## src/rtl/vacc_pkg.sv

```systemverilog
// Shared types for the vector-accumulator readout path.
// Holds the address-width helper and the readout FSM encoding.
package vacc_pkg;

  typedef enum logic [1:0] {
    S_IDLE,
    S_READ,
    S_DRAIN
  } state_t;

  function automatic int addr_w(input int n);
    return (n > 1) ? $clog2(n) : 1;
  endfunction

endpackage

```

## src/rtl/skid_fifo2.sv

```systemverilog
// Two-entry FIFO used as a skid buffer on stream outputs.
// Ports: clk, rst (async high), push/din, pop/dout (head), count (0..2).
module skid_fifo2
  import vacc_pkg::*;
#(
  parameter int W = 17
) (
  input  logic         clk,
  input  logic         rst,
  input  logic         push,
  input  logic [W-1:0] din,
  input  logic         pop,
  output logic [W-1:0] dout,
  output logic [1:0]   count
);

  logic [W-1:0] mem [2];
  logic         rp;
  logic         wp;

  always_ff @(posedge clk or posedge rst) begin
    if (rst) begin
      mem[0] <= '0;
      mem[1] <= '0;
      rp     <= 1'b0;
      wp     <= 1'b0;
      count  <= 2'd0;
    end else begin
      if (push) begin
        mem[wp] <= din;
        wp      <= ~wp;
      end
      if (pop) begin
        rp <= ~rp;
      end
      count <= count + {1'b0, push} - {1'b0, pop};
    end
  end

  assign dout = mem[rp];

endmodule

```

## src/rtl/vacc_bram_reader.sv

```systemverilog
// Streams every accumulator BRAM word out on valid/ready, optionally
// clearing each location as it is read. Ports: start/busy/done control,
// bram_* read+clear-write port, m_data/m_valid/m_ready/m_last stream.
module vacc_bram_reader
  import vacc_pkg::*;
#(
  parameter int N_ADDR        = 256,
  parameter int DATA_WIDTH    = 16,
  parameter bit CLEAR_ON_READ = 1'b1
) (
  input  logic                        clk,
  input  logic                        rst,
  input  logic                        start,
  output logic                        busy,
  output logic                        done,
  output logic                        bram_ren,
  output logic [addr_w(N_ADDR)-1:0]   bram_radd,
  input  logic [DATA_WIDTH-1:0]       bram_rdata,
  output logic                        bram_wen,
  output logic [addr_w(N_ADDR)-1:0]   bram_wadd,
  output logic [DATA_WIDTH-1:0]       bram_win,
  output logic [DATA_WIDTH-1:0]       m_data,
  output logic                        m_valid,
  input  logic                        m_ready,
  output logic                        m_last
);

  localparam int AW = addr_w(N_ADDR);

  state_t          state;
  state_t          state_nx;
  logic [AW-1:0]   addr;
  logic            inflight;
  logic            inflight_last;
  logic            done_q;
  logic [1:0]      count;
  logic [DATA_WIDTH:0] fifo_dout;
  logic            fifo_empty;
  logic            ren;
  logic            issue_last;
  logic            xfer;
  logic            push;
  logic            pop;

  assign fifo_empty = (count == 2'd0);
  assign issue_last = (addr == AW'(N_ADDR - 1));

  // Credit: never more words outstanding than the FIFO can absorb.
  assign ren = (state == S_READ) &&
               ((count + {1'b0, inflight}) < 2'd2);

  // Head of FIFO if it holds data, else bypass the word landing now.
  assign m_valid = !fifo_empty || inflight;
  assign m_data  = !fifo_empty ? fifo_dout[DATA_WIDTH-1:0] :
                   (inflight ? bram_rdata : '0);
  assign m_last  = !fifo_empty ? fifo_dout[DATA_WIDTH] :
                   (inflight && inflight_last);

  assign xfer = m_valid && m_ready;
  assign pop  = !fifo_empty && m_ready;
  // Arriving word is parked unless it leaves on the bypass this cycle.
  assign push = inflight && !(fifo_empty && m_ready);

  skid_fifo2 #(
    .W(DATA_WIDTH + 1)
  ) u_fifo (
    .clk  (clk),
    .rst  (rst),
    .push (push),
    .din  ({inflight_last, bram_rdata}),
    .pop  (pop),
    .dout (fifo_dout),
    .count(count)
  );

  always_comb begin
    state_nx = state;
    unique case (state)
      S_IDLE:  if (start) state_nx = S_READ;
      S_READ:  if (ren && issue_last) state_nx = S_DRAIN;
      S_DRAIN: if (done_q) state_nx = S_IDLE;
      default: state_nx = S_IDLE;
    endcase
  end

  always_ff @(posedge clk or posedge rst) begin
    if (rst) begin
      state         <= S_IDLE;
      addr          <= '0;
      inflight      <= 1'b0;
      inflight_last <= 1'b0;
      done_q        <= 1'b0;
    end else begin
      state         <= state_nx;
      inflight      <= ren;
      inflight_last <= ren && issue_last;
      done_q        <= xfer && m_last;
      if (state == S_IDLE && start) begin
        addr <= '0;
      end else if (ren) begin
        addr <= addr + AW'(1);
      end
    end
  end

  assign busy      = (state != S_IDLE);
  assign done      = done_q;
  assign bram_ren  = ren;
  assign bram_radd = addr;
  assign bram_wadd = addr;
  assign bram_wen  = CLEAR_ON_READ && ren;
  assign bram_win  = '0;

endmodule

```

## config.mk

```make
export PLATFORM = sky130hd
export DESIGN_NAME = vacc_bram_reader
export DESIGN_NICKNAME = d
export VERILOG_FILES = /design/src/rtl/vacc_pkg.sv /design/src/rtl/skid_fifo2.sv /design/src/rtl/vacc_bram_reader.sv
export SDC_FILE = /design/constraint.sdc
export NUM_CORES = 1
export LEC_CHECK = 0
export ABC_AREA = 1
export BUFFER_PORTS_ARGS = -buffer_cell sky130_fd_sc_hd__buf_2
export CORE_AREA = 10 10 85 87
export DETAILED_ROUTE_END_ITERATION = 8
export DIE_AREA = 0 0 95 97
export MAX_ROUTING_LAYER = met4
export PLACE_DENSITY = 0.75
export REMOVE_ABC_BUFFERS = 1
export SLEW_MARGIN = 10
export SYNTH_ARGS = -nofsm -noshare
export SYNTH_HDL_FRONTEND = slang
export SYNTH_SLANG_ARGS = --single-unit
```

## constraint.sdc

```tcl
create_clock -name clk -period 1.95 [get_ports clk]
set_clock_uncertainty 0.05 [all_clocks]
set_input_delay 0.0975 -clock clk [delete_from_list [all_inputs] [get_ports clk]]
set_output_delay 0.0975 -clock clk [all_outputs]
set_load 0.03 [all_outputs]
```

* Word level (Yosys, flattened, before mapping)
Cells that the tools add are included.
Cells by class: reduce and logical (&&, ||, !) cells 18, order comparisons 4, muxes and demuxes 15, equal/unequal tests 6, add/sub/neg operators 4, bitwise gates (word level) 4
Operators by type and width (count):
- 17-bit 2-to-1 mux | 4
- 34-bit bitwise mux | 1
- 16-bit 2-to-1 mux | 2
- 17-bit demux with 1-bit select | 1
- 8-bit 2-to-1 mux | 2
- 1-bit logical AND | 10
- 8-bit by 1-bit adder with 8-bit output (second input constant) | 1
- 8-bit equality test (second input constant) | 1
- 2-bit 2-to-1 mux | 3
- 2-bit one-hot mux with 3 select lines | 1
- 2-bit by 1-bit adder with 2-bit output | 2
- 2-bit greater-or-equal comparator (second input constant) | 2
- 2-bit logical NOT | 2
- 2-bit != test (second input constant) | 2
- 1-bit NOT with 2-bit output | 2
- 2-bit nonzero test | 2
- 3-bit AND reduction | 1
- 2-bit by 1-bit equality test with 1-bit output (second input constant) | 1
- 2-bit equality test (second input constant) | 1
- 1-bit logical NOT | 2
- 2-bit by 1-bit less-than comparator with 1-bit output (second input constant) | 1
- 2-bit less-than comparator (second input constant) | 1
- 2-bit by 1-bit != test with 1-bit output (second input constant) | 1
- 1-bit NOT | 2
- other kinds (3) | 3
Word-level totals: logic and storage cells 61, bits of input ports 20, bits in registers 51, output and inout port bits 54

* Depth between registers and ports, before layout
word-level depth 6, depth in mapped cells 7, gate-level depth less buffers 7

* Modules after synthesis
Synthesis repeated with hierarchy kept, for this count alone.
Unflattened totals: cells, all modules 382, area, all modules 2966.6 um^2
By module, submodules not included:
- skid_fifo2 | area an instance 1788.0 um^2, instances 1, sequential area each 950.9 um^2, cells each 204
- vacc_bram_reader | area an instance 1178.6 um^2, instances 1, sequential area each 325.3 um^2, cells each 178

* Least setup slack after synthesis
OpenSTA, ideal clock, no wires.
path type register to register, from reg u_fifo.count[0], to reg done_q (netlist: done), stages on the path, launching flop included 5, required time 1830 ps, arrival time 1624 ps, clock period less this slack 1744 ps, setup time 70 ps, path buffers 0, path slack 206 ps, cell sequence dfrtp_1 nor2_2 nand2_1 o21ai_0 and2_1
On the way: elaborated cells between the ends (all ways) 6, those cells by class 1 x mux; 5 x reduce/logical
RTL lines:
- start, declared | RTL line skid_fifo2.sv:14 | output logic [1:0] count
- start signal, assigned | RTL line skid_fifo2.sv:36 | count <= count + {1'b0, push} - {1'b0, pop};
- 2-bit logical NOT | RTL line vacc_bram_reader.sv:45 | assign fifo_empty = (count == 2'd0);
- 1-bit 2-to-1 mux | RTL line vacc_bram_reader.sv:56 | assign m_last = !fifo_empty ? fifo_dout[DATA_WIDTH] :
- named net m_last | RTL line vacc_bram_reader.sv:25 | output logic m_last
- 1-bit logical AND | RTL line vacc_bram_reader.sv:97 | done_q <= xfer && m_last;
- end signal, assigned | RTL line vacc_bram_reader.sv:97
- end, declared | RTL line vacc_bram_reader.sv:35 | logic done_q;
The timed path passes the listed nets, and every way through them passes these cells. A chain may end at the register's enable or synchronous reset.

* Worst setup path in the final report
from reg u_fifo.count[1], to out m_data[11]
On the way: word-level cells in the longest chain between the ends 2
RTL lines:
- 2-bit logical NOT | RTL line vacc_bram_reader.sv:45
- 16-bit 2-to-1 mux | RTL line vacc_bram_reader.sv:54 | assign m_data = !fifo_empty ? fifo_dout[DATA_WIDTH-1:0] :
- end, declared | RTL line vacc_bram_reader.sv:22 | output logic [DATA_WIDTH-1:0] m_data,
Every way passes these cells.

==> metrics.log <==
[metrics] cell at the root of the clock tree: sky130_fd_sc_hd__clkbuf_8
[metrics] starting density of the core: 51.65%
[metrics] Max Cap Viol: 0
[metrics] post-synthesis area per instance: 8.437 um2
[metrics] Tmin final: roughly 1.9 ns
[metrics] sinks on the clock net: about 50
[metrics] start-to-end type of the worst setup path: reg2out
[metrics] count of buffers from port buffering: 57
[metrics] utilization of the core after routing: between 50% and 60%
[metrics] launching element type of the critical path: flop
[metrics] worst setup path start: u_fifo.count[1]
[metrics] TritonCTS clock tree: built
[metrics] ratio of cells with drive above 1 in the final layout: between 20 and 30%
[metrics] startpoint of the worst register-to-register path: u_fifo.count[1]
[metrics] wire length of the first global-routing pass: about 10000 um
[metrics] ant diodes: 0
[metrics] synthesized flop and latch total: between 50 and 60
[metrics] Max Clock Freq: ~540 MHz
[metrics] cells taking the most area after synthesis: sky130_fd_sc_hd__dfrtp_1 45%, sky130_fd_sc_hd__o21ai_2 11%, sky130_fd_sc_hd__nand2_1 8.9%
[metrics] end point of the critical path: m_data[11]
[metrics] final routed wire length divided by cell count: between 10 and 15 um
[metrics] CP Data Required Time: about 1.8 ns
[metrics] Clock Tree Buf Depth: 2
[metrics] proportion of register bits with asynchronous set or reset after synthesis: 100.0%
[metrics] Tcrit/Tclk final: a little over nine tenths
[metrics] worst reg-to-reg setup slack: about 0.32 ns
[metrics] most frequent cells after synthesis: 67 x sky130_fd_sc_hd__nand2_1, 51 x sky130_fd_sc_hd__dfrtp_1, 41 x sky130_fd_sc_hd__nor2_1, 37 x sky130_fd_sc_hd__o21ai_0
[metrics] largest vdd supply drop: around 0.84 mV
[metrics] initial antenna violation count: 0
[metrics] setup violators final: 0
[metrics] count of placed standard cells in the final layout, fillers left out: between 400 and 500
[metrics] Distinct cells, synth: 23
[metrics] DIE AREA: 0.009215 mm2
[metrics] clock latency on the worst-skew pair: 0.31 ns
[metrics] leading register cell type out of synthesis: sky130_fd_sc_hd__dfrtp_1
[metrics] number of max-slew violations in the final report: 0
[metrics] Worst Setup Slack post-DPL: approximately 0.21 ns
[metrics] number of ports placed on the die boundary: 74
[metrics] crit path DAT: approximately 1.7 ns
[metrics] result of the run: finished clean
[metrics] post-detailed-route via-to-cell ratio: ~4.8
[metrics] RR Endpoint: u_fifo.mem[33]
[metrics] Post-DP HPWL: around 4400 um
[metrics] total CTS buffers: 5
[metrics] combined area of all synthesized cells: ~0.0028 mm2
[metrics] total power divided by cell area: between 1500 and 2000 mW/mm2
[metrics] Synth area leader: sky130_fd_sc_hd__dfrtp_1
[metrics] post-synthesis instance total: approximately 340
[metrics] Leakage: 0.001654 uW
[metrics] global-route congestion overflow total: 0
[metrics] antenna viol nets, final: 0
[metrics] top-area cell type share of the netlist area: between 40% and 50%
[metrics] Slew @ Worst Pin: approximately 0.5 ns
[metrics] Syn. warnings: 0
[metrics] relative slew slack: between 60 and 70%
[metrics] most numerous cell in the Yosys netlist: sky130_fd_sc_hd__nand2_1
[metrics] number of cells in the design after placement: ~450
[metrics] Clock H-tree levels: 2
[metrics] largest net degree at the start of global routing: 35
[metrics] drt pass-1 iters: 4
[metrics] final WL: approximately 6100 um
[metrics] Die Y: approximately 97 um
[metrics] total global routing track utilization: about 14%
[metrics] Critical Path Sink Type: primary output
[metrics] core area: ~0.0055 mm2
[metrics] placement row count: 27
[metrics] classification of the worst-slack hold path: in2reg
[metrics] residual DRC count: 0
[metrics] CP Max Fanout: 10
[metrics] number of global-route vias before repair: between 2000 and 2500
[metrics] vias: around 2200
[metrics] final RePlAce weighted congestion: around 0.84
[metrics] number of DRC markers in iteration 0: between 150 and 200
[metrics] die width: 95 um
[metrics] Layout Area Growth over Synthesis: 11.47%
[metrics] hold violation total from the final report: 0
[metrics] number of enable flip-flop cells after synthesis: 0
[metrics] clock slew at reported path FFs: approximately 0.1 ns
[metrics] sequential share of the synthesized area: a little under half
[metrics] Final Worst Setup Slack: slightly below 0.09 ns
[metrics] Worst R2R Path Depth: 6
[metrics] Layout Nets: 408
## cell usage in the layout, fill, tap and decap left out, types with 5 or more instances in the layout
cell type	count
sky130_fd_sc_hd__nand2_1	66
sky130_fd_sc_hd__buf_2	56
sky130_fd_sc_hd__dfrtp_1	51
sky130_fd_sc_hd__nor2_1	40
sky130_fd_sc_hd__o21ai_0	37
sky130_fd_sc_hd__o21ai_2	34
sky130_fd_sc_hd__inv_1	32
sky130_fd_sc_hd__conb_1	16
sky130_fd_sc_hd__nand3_1	13
sky130_fd_sc_hd__buf_4	7
sky130_fd_sc_hd__clkbuf_8	5
## per-layer routing
layer  vias to the layer above  GRT usage [%]  wire, um
li1                       1125              -         -
met1                       993          16.79      2664
met2                        63          21.27      2897
met3                         5          3.392       421
met4                         0          5.492        92
met5                         -              -         0
## stage by stage
stage / cell area (um2) / hold WS [ns] / power [uW] / setup TNS (ns)
3_5_place_dp: 3028 / 0.1151 / 5593 / 0
2_1_floorplan: 2595 / 0.1817 / 4535 / -4.053
4_1_cts: 3134 / 0.01673 / 6214 / 0
5_1_grt: 3151 / 0.02409 / 6706 / -0.01437
6_report: 3151 / 0.01593 / 6187 / 0
3_3_place_gp: 3028 / 0.1121 / 5497 / 0
## registers in the layout, summed over array words and instances (netlist names)
signal / count
inflight: 1
u_fifo.rp: 1
u_fifo.mem: 34
inflight_last: 1
done: 1
u_fifo.wp: 1
u_fifo.count: 2
bram_radd: 8
state: 2
## how the worst min path moves through the flow
stage / start / to / slack [ns] / depth (start not counted)
after floorplan: m_ready / done / 0.18 / 1
after global placement: rst / bram_radd[5] / 0.11 / 2
after detailed placement: rst / bram_radd[3] / 0.12 / 2
after CTS: bram_rdata[7] / u_fifo.mem[24] / 0.02 / 3
after global routing: bram_rdata[3] / u_fifo.mem[20] / 0.02 / 3
final: bram_rdata[7] / u_fifo.mem[24] / 0.02 / 3
## worst max-delay path, cell delays in order (launching register included)
cell and delay, ns:
sky130_fd_sc_hd__dfrtp_1 0.45, sky130_fd_sc_hd__nor2_4 0.18, sky130_fd_sc_hd__nand2_2 0.14, sky130_fd_sc_hd__buf_4 0.21
sky130_fd_sc_hd__o21ai_0 0.22, sky130_fd_sc_hd__buf_4 0.21
## cells by family (layout without fill, tap and decap cells)
| family | Yosys count | count (layout) | share of synthesized area [%] |
|---|---|---|---|
| simple gates | 126 | 126 | 18.11 |
| compound gates | 76 | 76 | 18.59 |
| buf+inv | 72 | 108 | 14.83 |
| flops | 51 | 51 | 45.15 |
| xor+xnor | 6 | 6 | 1.859 |
| fa+ha+maj | 3 | 3 | 1.328 |
| other cells | 1 | 16 | 0.1327 |
## final cells by class
type                            instances  area (um2)
Multi-Input combinational cell        227        1197
Clock inverter                          3       20.02
Inverter                               35       135.1
Clock buffer                            5       68.82
Tap cell                               72       90.09
Timing Repair Buffer                   65       362.8
Sequential cell                        51        1276
Fill cell                             508        2322
## report_power, final
group | switching [uW] | internal, uW | total, uW
registers | 321 | 1510 | 1830
logic | 2610 | 1150 | 3760
clock network | 348 | 250 | 598
total | 3280 | 2910 | 6190
## repair_timing
action / 4_1_cts / 5_1_grt
endpoints found under the hold margin: 22 / 0
pin swaps: 0 / 1
setup endpoints to repair: 11 / 8
setup buffers: 0 / 1
hold buffers: 1 / 0
resized for setup: 2 / 4
Note: power is estimated with default switching activity, not from simulation.
